<file path="config.mk">
export PLATFORM = sky130hd
export DESIGN_NAME = branch_predict_ctrl
export DESIGN_NICKNAME = d
export VERILOG_FILES = /design/src/rtl/branch_predict_ctrl.sv
export SDC_FILE = /design/constraint.sdc
export NUM_CORES = 1
export LEC_CHECK = 0
export BUFFER_PORTS_ARGS = -buffer_cell sky130_fd_sc_hd__buf_2
export CORE_UTILIZATION = 30
export CTS_BUF_LIST = sky130_fd_sc_hd__clkbuf_8
export DETAILED_ROUTE_END_ITERATION = 6
export PLACE_DENSITY = 0.57
export SLEW_MARGIN = 20
export SYNTH_ARGS = -nofsm -noshare
export SYNTH_HDL_FRONTEND = slang
export SYNTH_SLANG_ARGS = --single-unit
export TNS_END_PERCENT = 10
</file>
<file path="constraint.sdc">
create_clock -name clk -period 4.86 [get_ports clk]
set_input_delay 0.243 -clock clk [delete_from_list [all_inputs] [get_ports clk]]
set_output_delay 0.243 -clock clk [all_outputs]
set_load 0.005 [all_outputs]
</file>
<file path="src/rtl/branch_predict_ctrl.sv">
// rtl/branch_predict_ctrl.sv - two-bit-counter branch predictor with redirect/flush control
//
// Purpose: predicts conditional branches in decode from a table of 2-bit
// saturating counters, trains the table on execute-stage resolution, and
// produces the fetch redirect and pipeline flush controls. Mispredict and
// resolved-branch statistics are kept in saturating 16-bit counters.
//
// Ports:
//   clk, reset        - clock; synchronous active-low reset
//   d_valid, d_is_branch, d_pc, d_target
//                     - decode-stage instruction, its PC and computed target
//   e_valid, e_is_branch, e_pred_taken, e_taken, e_pc, e_target
//                     - execute-stage branch, carried prediction and outcome
//   pred_taken        - decode prediction, piped down with the instruction
//   redirect, redirect_pc
//                     - load fetch PC from redirect_pc this cycle
//   flush_if, flush_id
//                     - squash IF/ID and ID/EX registers
//   stat_branches, stat_mispred
//                     - resolved-branch and misprediction counts
module branch_predict_ctrl #(
    parameter int IDX_W = 4
) (
    input  logic        clk,
    input  logic        reset,
    input  logic        d_valid,
    input  logic        d_is_branch,
    input  logic [31:0] d_pc,
    input  logic [31:0] d_target,
    input  logic        e_valid,
    input  logic        e_is_branch,
    input  logic        e_pred_taken,
    input  logic        e_taken,
    input  logic [31:0] e_pc,
    input  logic [31:0] e_target,
    output logic        pred_taken,
    output logic        redirect,
    output logic [31:0] redirect_pc,
    output logic        flush_if,
    output logic        flush_id,
    output logic [15:0] stat_branches,
    output logic [15:0] stat_mispred
);

    localparam int ENTRIES = 1 << IDX_W;

    logic [1:0]       bht_q [ENTRIES];
    logic [1:0]       bht_d [ENTRIES];
    logic [15:0]      stat_branches_q, stat_branches_d;
    logic [15:0]      stat_mispred_q, stat_mispred_d;

    logic [IDX_W-1:0] d_idx;
    logic [IDX_W-1:0] e_idx;
    logic             d_pred;
    logic             e_br;
    logic             mispredict;
    logic [31:0]      e_fallthrough;
    logic             unused_pc_bits;

    // Word-aligned PCs: the two lowest bits never select an entry.
    assign d_idx          = d_pc[IDX_W+1:2];
    assign e_idx          = e_pc[IDX_W+1:2];
    assign unused_pc_bits = ^{d_pc[31:IDX_W+2], d_pc[1:0]};

    // Decode reads the registered table, so a same-cycle execute update to the
    // same entry is not visible until the next cycle.
    assign d_pred        = d_valid & d_is_branch & bht_q[d_idx][1];
    assign e_br          = e_valid & e_is_branch;
    assign mispredict    = e_br & (e_taken != e_pred_taken);
    assign e_fallthrough = e_pc + 32'd4;

    always_comb begin : redirect_logic
        pred_taken  = 1'b0;
        redirect    = 1'b0;
        redirect_pc = 32'd0;
        flush_if    = 1'b0;
        flush_id    = 1'b0;
        if (reset) begin
            pred_taken = d_pred;
            // The older (execute) instruction owns the redirect; a decode
            // prediction in the same cycle is on the wrong path anyway.
            if (mispredict) begin
                redirect    = 1'b1;
                redirect_pc = e_taken ? e_target : e_fallthrough;
                flush_if    = 1'b1;
                flush_id    = 1'b1;
            end else if (d_pred) begin
                redirect    = 1'b1;
                redirect_pc = d_target;
                flush_if    = 1'b1;
            end
        end
    end

    always_comb begin : next_state
        bht_d           = bht_q;
        stat_branches_d = stat_branches_q;
        stat_mispred_d  = stat_mispred_q;
        if (e_br) begin
            if (e_taken) begin
                if (bht_q[e_idx] != 2'b11) bht_d[e_idx] = bht_q[e_idx] + 2'd1;
            end else begin
                if (bht_q[e_idx] != 2'b00) bht_d[e_idx] = bht_q[e_idx] - 2'd1;
            end
            if (stat_branches_q != 16'hFFFF) stat_branches_d = stat_branches_q + 16'd1;
            if (mispredict && (stat_mispred_q != 16'hFFFF)) stat_mispred_d = stat_mispred_q + 16'd1;
        end
    end

    always_ff @(posedge clk) begin
        if (!reset) begin
            for (int i = 0; i < ENTRIES; i++) bht_q[i] <= 2'b01;
            stat_branches_q <= 16'd0;
            stat_mispred_q  <= 16'd0;
        end else begin
            bht_q           <= bht_d;
            stat_branches_q <= stat_branches_d;
            stat_mispred_q  <= stat_mispred_d;
        end
    end

    assign stat_branches = stat_branches_q;
    assign stat_mispred  = stat_mispred_q;

endmodule

</file>
Yosys cells after proc, flatten, opt, wreduce, memory -nomap -nowiden
Cells that the tools add are included.
- register bits: 64
- output and inout port bits: 68
- word-level logic and storage cells: 67
- bits of input ports: 136
- eq/ne operators: 5
- magnitude comparators: 3
- muxes and demuxes: 23
- bitwise gates (word level): 6
- reductions and logical operators: 7
- $add $sub $neg: 5
- operator list (operator ; number):
    2-to-1 mux 32 bit ; 7
    bitwise mux 32 bit ; 2
    adder 16 x 1 -> 16 bit (second input constant) ; 2
    adder 32 x 3 -> 32 bit (second input constant) ; 1
    inequality test 16 bit (second input constant) ; 2
    binary-select mux 2 bit (select 4 bit) ; 2
    >= comparator 5 bit (second input constant) ; 2
    2-to-1 mux 2 bit ; 5
    NOT 4 -> 5 bit ; 2
    demux 2 bit (select 4 bit) ; 1
    2-to-1 mux 1 bit ; 6
    less-than comparator 5 x 1 -> 1 bit (second input constant) ; 1
    bitwise AND 1 bit ; 4
    AND reduction 2 bit ; 2
    nonzero test 2 bit ; 2
    AND reduction 3 bit ; 1
    adder 2 x 1 -> 2 bit (second input constant) ; 1
    logical AND 1 bit ; 2
    inequality test 2 x 1 -> 1 bit (second input constant) ; 1
    inequality test 2 bit (second input constant) ; 1
    subtractor 2 x 1 -> 2 bit (second input constant) ; 1
    inequality test 1 bit ; 1

Logic depth before layout (Yosys ltp)
- depth after elaboration: 8
- depth in mapped cells: 14
- depth with buffers taken out: 11

Worst setup path after synthesis
No wires, ideal clock.
- kind: input-to-reg
- from: in e_pc[3]
- to: reg with a tool-made name
- library setup time: 0.137 ns
- cell stages on the path: 13
- data required time: 4.723 ns
- arrival: 2.836 ns
- setup slack: 1.887 ns
- path buffers: 3
- path through: clkbuf_1 buf_2 mux2i_1 nand2_1 o21ai_0 mux4_2 ha_1 mux2_2 nor3b_1 clkbuf_1 nand2_1 nand2_1 nand3_1
- RTL lines (what ; line ; text):
    start, declared ; 34 ; input logic [31:0] e_pc,

==> impl_metrics.tcl <==
set metrics [dict create \
    place_congestion 0.838 \
    synth_compound_area_frac 0.190 \
    syn-cell-area_mm2 0.00460 \
    p_per_area_mw_per_mm2 215 \
    post_drt_wl_per_cell_um 16.3 \
    cp-end-kind "register" \
    via_per_inst 5.33 \
    die_area_mm2 0.0158 \
    root_buffer "clkbuf_8" \
    path_clk_slew_ps 80 \
    hold_start "reset" \
    antenna_found_initial 0 \
    syn2layout_area_growth_pct 26.2 \
    nFillCells 1532 \
    worstSkewPairLatency_ps 350 \
    min_to "stat_mispred[5]" \
    synth_top_family_by_area "simple AND/OR/NAND/NOR gates" \
    grt-ovfl-total 0 \
    crit_type "in -> reg" \
    worst_pin_slew_ps 991 \
    drv_slew 0 \
    grt_pass1_vias 4694 \
    cts.sinks 64 \
    final_area_mm2 0.00581 \
    num_antenna_cells 0 \
    ant_nets 0 \
    hold_class "in -> reg" \
    worst_ep_arrival_time_ps 3580 \
    cts.htree.levels 3 \
    synthAdderAreaFrac 0.0217 \
    num_rows 44 \
    stdcell_count 912 \
    start_util 0.312 \
    ir_worst_vdd_uv 133 \
    avgSynthCellArea_um2 8.06 \
    place_area_mm2 0.00559 \
    dr.first_iter.drc_count 212 \
    cts_tree "built" \
    drt-pass1-iter-count 5 \
    hpwl_mm 11.5 \
    fin_tns_setup_ps 0 \
    place_inst 896 \
    syn-num-nets 715 \
    cts_buffer_depth 2 \
    setup_viol 0 \
    leakagePower_uw 0.00238 \
    finalCritPeriodShare 0.695 \
    port_buffers 175 \
    r2r_cells 10 \
    synth-main-ff-cell "dfxtp_1" \
    pre_cts_ws_ps 1200 \
    worstPathRequired_ps 5070 \
    relSlewSlack 0.338 \
    reg2reg_slack_ps 1680 \
    utilization 0.394 \
    synth_edf_count 0 \
    ys_types 59 \
    pin_count 204 \
    die_h_um 126 \
    period_minus_slack_ps 3380 \
    drive_gt1_frac 0.319 \
    die_w_um 126 \
    wirelength_mm 14.9 \
    grt_pass1_wl_mm 23.6 \
    postCtsSetupRepairBufs 0 \
    drc 0 \
    final_nets 867 \
    crit_fanout 12 \
    fin_skew_ps 13.3 \
    post_cts_resized 0 \
    status "finished clean" \
    startpoint_type "input port" \
    synth_xor_area_frac 0.0837 \
    grt_max_degree 41 \
    ys_warn_count 0 \
    ys_seq_elements 64 \
    track_usage 0.185 \
    yosysSeqAreaShare 0.278 \
    yosys.area_share.simple 0.293 \
    max_freq_mhz 296 \
    rsz0062_at_grt "no" \
    synth_mux_area_frac 0.0832 \
    async_flop_share 0 \
    hold_depth 2 \
    numCtsBuffers 9 \
    cts_hold_buf 0 \
    layout_setup_ws_ps 1480 \
    core_mm2 0.0148 \
    syn_inst 571 \
    vias 4865 \
    hold_viol 0 \
    cap_viol_max_count 0 \
    critPathLaunch "e_pc[2]" \
]
## final cells by class
class | count | area [um2] | area share
clock buffer | 9 | 124 | 0.0213
multi-input combinational | 455 | 3110 | 0.535
inverter | 10 | 37.5 | 0.00646
clock inverter | 7 | 95.1 | 0.0164
timing repair buffer | 183 | 936 | 0.161
tap | 184 | 230 | 0.0396
sequential | 64 | 1280 | 0.220
## critical path, stage by stage
cell and delay [ps]:
buf_2 280, clkinv_1 420, o21ai_0 670, mux4_2 380, inv_1 50, ha_1 170, mux2_2 300, nor3b_2 700
nand2_1 160, nand2_1 100, nand3_1 90
## worst max-delay path by stage
stage	to	slack, ps	cells past startpoint
after floorplan	register	1890	13
after CTS	register	1550	11
after detailed placement	register	1200	11
after global placement	register	1260	11
after global routing	register	1240	11
final	register	1480	11
## kinds of logic (layout without fill, tap and decap cells)
kind of cell / after synthesis / in the layout
buffers and inverters: 52 / 209
and+or+nand+nor: 259 / 259
muxes: 27 / 27
DFF: 64 / 64
xor gates and xnor gates: 44 / 44
AOI/OAI and AO/OA: 117 / 117
adders and majority gates: 8 / 8
## layout by cell type (no fill, tap or decap), drive strengths merged, types with 13 or more instances in the layout
master	netlist	routed
a211oi	28	28
a21boi	21	21
and2	18	18
buf	12	183
dfxtp	64	64
nand2	75	75
nand3	73	73
nand4	13	13
nor2	14	14
nor3	13	13
o21ai	13	13
o22ai	24	24
xnor2	35	35
## per-stage QoR
stage                     hold slack [ps]  total power (uW)
after floorplan                       435               657
after global placement                448               747
after detailed placement              455               750
after CTS                             439              1260
after global routing                  475              1310
final                                 449              1250
## power breakdown
part	internal, uW	switching, uW	leakage, uW
Clock	289	220	0.000110
Sequential	529	3.99	0.000517
Combinational	88.8	116	0.00175
Total	907	341	0.00238
## Yosys cell counts, drive strengths merged (10+ instances only)
cell type	n	area share
nand2	75	0.061
nand3	73	0.079
dfxtp	64	0.28
xnor2	35	0.067
clkbuf	30	0.025
a211oi	28	0.054
o22ai	24	0.033
a21boi	21	0.034
and2	18	0.024
nor2	14	0.012
nand4	13	0.018
nor3	13	0.014
o21ai	13	0.014
buf	12	0.017
mux2	10	0.024
nor4	10	0.015
## layer usage
layer,track usage,vias up,part of all wire
met5,0,-,0
met4,0.0609,0,0.022
met3,0.0289,18,0.060
met2,0.328,183,0.49
met1,0.229,2248,0.43
li1,-,2416,-
No activity file was read; power rests on OpenSTA's default activity.
